<file path="config.mk">
export PLATFORM = sky130hd
export DESIGN_NAME = frame_synch
export DESIGN_NICKNAME = d
export VERILOG_FILES = /design/src/rtl/frame_synch_pkg.sv /design/src/rtl/frame_synch_int_gen.sv /design/src/rtl/frame_synch.sv
export SDC_FILE = /design/constraint.sdc
export NUM_CORES = 1
export LEC_CHECK = 0
export ABC_AREA = 1
export CORE_UTILIZATION = 57
export DETAILED_ROUTE_END_ITERATION = 10
export PLACE_DENSITY_LB_ADDON = 0.25
export SKIP_CTS_REPAIR_TIMING = 1
export SLEW_MARGIN = 20
export SYNTH_ARGS = -nofsm -noshare
export SYNTH_HDL_FRONTEND = slang
export SYNTH_SLANG_ARGS = --single-unit
export TNS_END_PERCENT = 10
</file>
<file path="constraint.sdc">
create_clock -name clk -period 3.4 [get_ports clk]
set_input_delay 1.02 -clock clk [delete_from_list [all_inputs] [get_ports clk]]
set_output_delay 1.02 -clock clk [all_outputs]
set_load 0.1 [all_outputs]
</file>
<file path="src/rtl/frame_synch_pkg.sv">
// Shared video timing constants for the frame synchroniser.
// Horizontal constants are in 7 MHz video cycles per line.
// Vertical constants are line numbers within a frame.
// The INT constants give the interrupt length in cend strobes.
package frame_synch_pkg;

  // Horizontal timing
  localparam int unsigned HPERIOD   = 448;
  localparam int unsigned HBLNK_BEG = 0;
  localparam int unsigned HSYNC_BEG = 16;
  localparam int unsigned HSYNC_END = 48;
  localparam int unsigned HBLNK_END = 96;

  // Vertical timing
  localparam int unsigned DEF_VPERIOD   = 320;
  localparam int unsigned DEF_VBLNK_BEG = 0;
  localparam int unsigned DEF_VSYNC_BEG = 8;
  localparam int unsigned DEF_VSYNC_END = 12;
  localparam int unsigned DEF_VBLNK_END = 32;
  localparam int unsigned DEF_VPIX_BEG  = 80;
  localparam int unsigned DEF_VPIX_END  = 272;

  // CPU interrupt
  localparam int unsigned DEF_INT_LINE = 0;
  localparam int unsigned DEF_INT_LEN  = 64;

  // Widths
  localparam int unsigned VCNT_W    = 9;
  localparam int unsigned INT_CNT_W = 7;

endpackage

</file>
<file path="src/rtl/frame_synch_int_gen.sv">
// int_gen: CPU interrupt pulse generator.
// A trig pulse starts an active-low pulse on int_n that lasts INT_LEN
// cend strobes. A trig that arrives while the pulse is running is ignored.
// Ports:
//   clk    system clock
//   rst_n  asynchronous active-low reset
//   cend   7 MHz working strobe, which paces the pulse length
//   trig   single-clk request to start the pulse
//   int_n  interrupt output, active low, registered
module int_gen
  import frame_synch_pkg::*;
#(
  parameter int unsigned INT_LEN = DEF_INT_LEN
) (
  input  logic clk,
  input  logic rst_n,
  input  logic cend,
  input  logic trig,
  output logic int_n
);

  localparam logic IDLE   = 1'b0;
  localparam logic ACTIVE = 1'b1;

  logic                 state;
  logic                 state_next;
  logic [INT_CNT_W-1:0] cnt;
  logic [INT_CNT_W-1:0] cnt_next;

  // State, counter and output registers
  always_ff @(posedge clk or negedge rst_n) begin
    if (!rst_n) begin
      state <= IDLE;
      cnt   <= '0;
      int_n <= 1'b1;
    end else begin
      state <= state_next;
      cnt   <= cnt_next;
      int_n <= (state_next != ACTIVE);
    end
  end

  // Next state. The counter holds the number of cend strobes still to come
  // after the current one, so the pulse ends on the cend seen at zero.
  always_comb begin
    state_next = state;
    cnt_next   = cnt;
    case (state)
      IDLE: begin
        if (trig) begin
          state_next = ACTIVE;
          cnt_next   = INT_CNT_W'(INT_LEN - 1);
        end
      end
      ACTIVE: begin
        if (cend) begin
          if (cnt == '0) begin
            state_next = IDLE;
          end else begin
            cnt_next = cnt - INT_CNT_W'(1);
          end
        end
      end
      default: begin
        state_next = IDLE;
        cnt_next   = '0;
      end
    endcase
  end

endmodule

</file>
<file path="src/rtl/frame_synch.sv">
// frame_synch: vertical frame timing.
// It counts lines on hsync_start, derives the vblank, vsync and vpix flags
// from line boundaries, marks the frame start, and triggers the CPU
// interrupt on the configured line.
// Ports:
//   clk          system clock
//   rst_n        asynchronous active-low reset
//   cend         7 MHz working strobe
//   init         frame phase strobe; takes effect only with hsync_start
//   hsync_start  line advance pulse
//   line_start   pulse before the visible line start
//   hint_start   pulse at the horizontal INT position
//   vblank       vertical blank
//   vsync        vertical sync
//   vpix         vertical pixel gate
//   int_n        CPU interrupt, active low
//   frame_start  one-clk pulse on the first line_start of the frame
//   vcount       current line number
module frame_synch
  import frame_synch_pkg::*;
#(
  parameter int unsigned VPERIOD   = DEF_VPERIOD,
  parameter int unsigned VBLNK_BEG = DEF_VBLNK_BEG,
  parameter int unsigned VSYNC_BEG = DEF_VSYNC_BEG,
  parameter int unsigned VSYNC_END = DEF_VSYNC_END,
  parameter int unsigned VBLNK_END = DEF_VBLNK_END,
  parameter int unsigned VPIX_BEG  = DEF_VPIX_BEG,
  parameter int unsigned VPIX_END  = DEF_VPIX_END,
  parameter int unsigned INT_LINE  = DEF_INT_LINE,
  parameter int unsigned INT_LEN   = DEF_INT_LEN
) (
  input  logic              clk,
  input  logic              rst_n,
  input  logic              cend,
  input  logic              init,
  input  logic              hsync_start,
  input  logic              line_start,
  input  logic              hint_start,
  output logic              vblank,
  output logic              vsync,
  output logic              vpix,
  output logic              int_n,
  output logic              frame_start,
  output logic [VCNT_W-1:0] vcount
);

  logic [VCNT_W-1:0] vcount_next_c;
  logic              trig_c;

  // Line number that the next hsync_start will load
  always_comb begin
    vcount_next_c = vcount + VCNT_W'(1);
    if (init || (vcount == VCNT_W'(VPERIOD - 1))) begin
      vcount_next_c = '0;
    end
  end

  // The INT line compare uses the line number before any update in this clk
  assign trig_c = hint_start && (vcount == VCNT_W'(INT_LINE));

  // Line counter and flags; flags follow the new line number in the same clk
  always_ff @(posedge clk or negedge rst_n) begin
    if (!rst_n) begin
      vcount      <= '0;
      vblank      <= 1'b1;
      vsync       <= 1'b0;
      vpix        <= 1'b0;
      frame_start <= 1'b0;
    end else begin
      frame_start <= line_start && (vcount == VCNT_W'(VBLNK_END));
      if (hsync_start) begin
        vcount <= vcount_next_c;

        if (vcount_next_c == VCNT_W'(VBLNK_BEG)) begin
          vblank <= 1'b1;
        end else if (vcount_next_c == VCNT_W'(VBLNK_END)) begin
          vblank <= 1'b0;
        end

        if (vcount_next_c == VCNT_W'(VSYNC_BEG)) begin
          vsync <= 1'b1;
        end else if (vcount_next_c == VCNT_W'(VSYNC_END)) begin
          vsync <= 1'b0;
        end

        if (vcount_next_c == VCNT_W'(VPIX_BEG)) begin
          vpix <= 1'b1;
        end else if (vcount_next_c == VCNT_W'(VPIX_END)) begin
          vpix <= 1'b0;
        end
      end
    end
  end

  int_gen #(
    .INT_LEN (INT_LEN)
  ) u_int_gen (
    .clk   (clk),
    .rst_n (rst_n),
    .cend  (cend),
    .trig  (trig_c),
    .int_n (int_n)
  );

endmodule

</file>
==> results.toml <==
[status]
outcome = "finished, final reports clean"

[drt]
drt_iter0_drc = 41
drtAntennaViolNets = 0
drt_wl_total_um = 3004
drcViolationCount = 0
viasPerCell = 5.451
wl_per_cell_um = 12.68
vias = 1292
drt_first_pass_iters = 4

[critical_path]
cp_max_fo = 7
cp.required_ps = 2380
path_cells = "buf_4"
arrival_ps = 1190
rr_startpoint = "vcount[0]"
worst_setup_path_end_kind = "output pin"
critPathLaunchType = "flip-flop"
slowest_delay_ps = 520
crit_type = "flip-flop to output pin"
cp_top_family = "flip-flops"
path_buf_inv = 1
cp-startpoint = "vcount[2]"
cp_slowest_cell = "dfrtp_1"

[floorplan]
start_util = 0.6188
die_y_um = 51.47
ios = 21
core_area_um2 = 2255
row_count = 17
die_area_um2 = 2649
dieWidth_um = 51.47

[synthesis]
syn_inst = 185
ys_ff_latch = 22
synth_top_family_by_area = "simple AND/OR/NAND/NOR gates"
synth_fa_ha_area_frac = 0.03587
syn-cell-area_um2 = 1395
synth_nets = 196
yosys_warnings = 0
synth_compound_area_frac = 0.1220
avgSynthCellArea_um2 = 7.541
seq_area_frac_synth = 0.3964
synth_cell_types = 26
ys_async_sr_fraction = 1.000
synth_top_cell_area_share = 0.3587
yosysTopAreaCell = "dfrtp_1"
synth_edf_count = 0
synth_xor_xnor_area_share = 0.02511
synth-simple-area-share = 0.3480
synthTopCellsByArea = "dfrtp_1 (36%), nand2_1 (12%), inv_1 (6.7%), o21ai_0 (5.7%), nand3_1 (5.4%)"
synthMuxAreaShare = 0
ys.flop_type = "dfrtp_1"

[run]
max_cap_violations = 0

[pwr]
p_comb_frac = 0.372
switchingPower_uw = 337.7
p_int_uw = 539.7
seq_power_share = 0.394
leakage_uw = 0.0007918
p_sw_frac = 0.3849
vdd_drop_max_mv = 0.4631
pwr-share-clk = 0.233
power_density_nw_per_um2 = 531.3

[final_layout]
diodes = 0
drive_above_1_share = 0.1962
final_util = 0.7325
fin_nets = 221
syn2layout_area_growth_pct = 18.39

[sta]
post-route-period-util = 0.6494
hold_violations = 0
slew_viol_final = 0
min_period_ps = 2208
max_slew.worst_pin.slew_ps = 401.9
fmax_ghz = 0.4529
setup_viol = 0
fin_tns_setup_ps = 0
fin_skew_ps = 2.583
slew_headroom = 0.7312
grt_setup_unrepaired = "no"

[global_route]
grt_start_max_net_pins = 23
grt_pass1_wl_um = 5237
grtUsageTotal = 0.2708
grt_pass1_vias = 1181
gr-total-overflow = 0
antenna_found_initial = 0

[clock_tree]
cts-root-buf = "clkbuf_4"
cts_buffers = 3
htree_num_levels = 1
insertion_delay_ps = 320
clock_sinks = 22
clk_pin_slew_ps = 130
cts_tree = "yes"
clockBufferDepth = 2

[place]
numPortBuffers = 20
gp_congestion = 0.9350
post-dp-hpwl_um = 2320

[hold_path]
holdCritPathClass = "flip-flop to flip-flop"
holdCritStartpoint = "vblank"
placed cells by master, fill, tap and decap left out, drive strengths merged, types with 2 or more instances in the layout:
master         count
a21oi              5
nor2              26
xor2               4
dfstp              2
inv               26
ha                 4
dfrtp             20
o21ai             20
clkbuf             3
nand3             15
clkdlybuf4s50      6
nand4              4
buf               15
nand2             50
nand3b             2
routing by layer:
layer,vias up,wire length (um),GRT usage
met1,595,1468,0.3851
met4,0,64,0.1126
met5,-,0,0
li1,639,-,-
met3,9,172,0.04464
met2,49,1298,0.4069
metrics by stage:
stage               instance area, um2  setup WS, ps  power [uW]  hold slack, ps  instances
floorplan                         1395          1134       597.9           463.4        185
global placement                  1599          1026       657.1           453.8        233
detailed placement                1599         963.4       677.3           472.2        233
CTS                               1652          1196       878.9           492.3        237
global route                      1652          1123       937.4           524.9        237
finish                            1652          1192       877.4           494.7        237
power by group through the flow:
| stage | combinational (uW) | clock [uW] | sequential, uW |
|---|---|---|---|
| final | 327 | 205 | 346 |
| after global routing | 368 | 217 | 352 |
| after floorplan | 203 | 0 | 395 |
| after CTS | 327 | 205 | 346 |
| after global placement | 310 | 0 | 347 |
| after detailed placement | 326 | 0 | 352 |
synthesized netlist by cell type (2+ instances only):
cell / n
nand3b_1: 2
o21ai_0: 16
xor2_1: 4
nor2_1: 17
nor2_4: 3
o21ai_1: 4
nand4_1: 4
dfstp_2: 2
dfrtp_1: 20
ha_1: 4
nand2_2: 6
nor2_2: 6
nand3_1: 15
nand2_1: 43
a21oi_1: 4
inv_1: 25
final timing paths:
path                                         end  slack [ps]  cells past startpoint
worst min register to register            vblank         490                      2
worst min-delay path                      vblank         490                      2
worst max register to register  u_int_gen.cnt[2]        1510                      9
min in group asynchronous       u_int_gen.cnt[5]        1030                      2
max in group asynchronous                 vblank        2090                      2
worst max-delay path                   vcount[2]        1190                      1
worst register-to-register path, delay by kind of cell, from the launching register on:
kind / cells / cell delay (ps)
flops: 1 / 450
simple gates: 5 / 790
buf+inv: 2 / 200
compound gates: 1 / 180
fa+ha+maj: 1 / 170
cell families after synthesis:
| group | after synthesis |
|---|---|
| and+or+nand+nor | 100 |
| DFF | 22 |
| xor gates and xnor gates | 4 |
| AOI/OAI and AO/OA | 28 |
| buffers and inverters | 27 |
| adders and majority gates | 4 |
state kept, by name, indices dropped and copies added (netlist names):
| register | cells |
|---|---|
| vpix | 1 |
| u_int_gen.int_n | 1 |
| frame_start | 1 |
| vblank | 1 |
| u_int_gen.state | 1 |
| u_int_gen.cnt | 7 |
| vsync | 1 |
| vcount | 9 |
layout make-up:
cell class	count	area [um2]
flip-flops and latches	22	553.0
clock buffers	3	22.52
multi-input cells	136	740.7
fillers	188	603.1
inverters	26	97.59
repair buffers	21	172.7
clock inverters	1	30.03
well taps	28	35.03
Note: power is estimated with default switching activity, not from simulation.
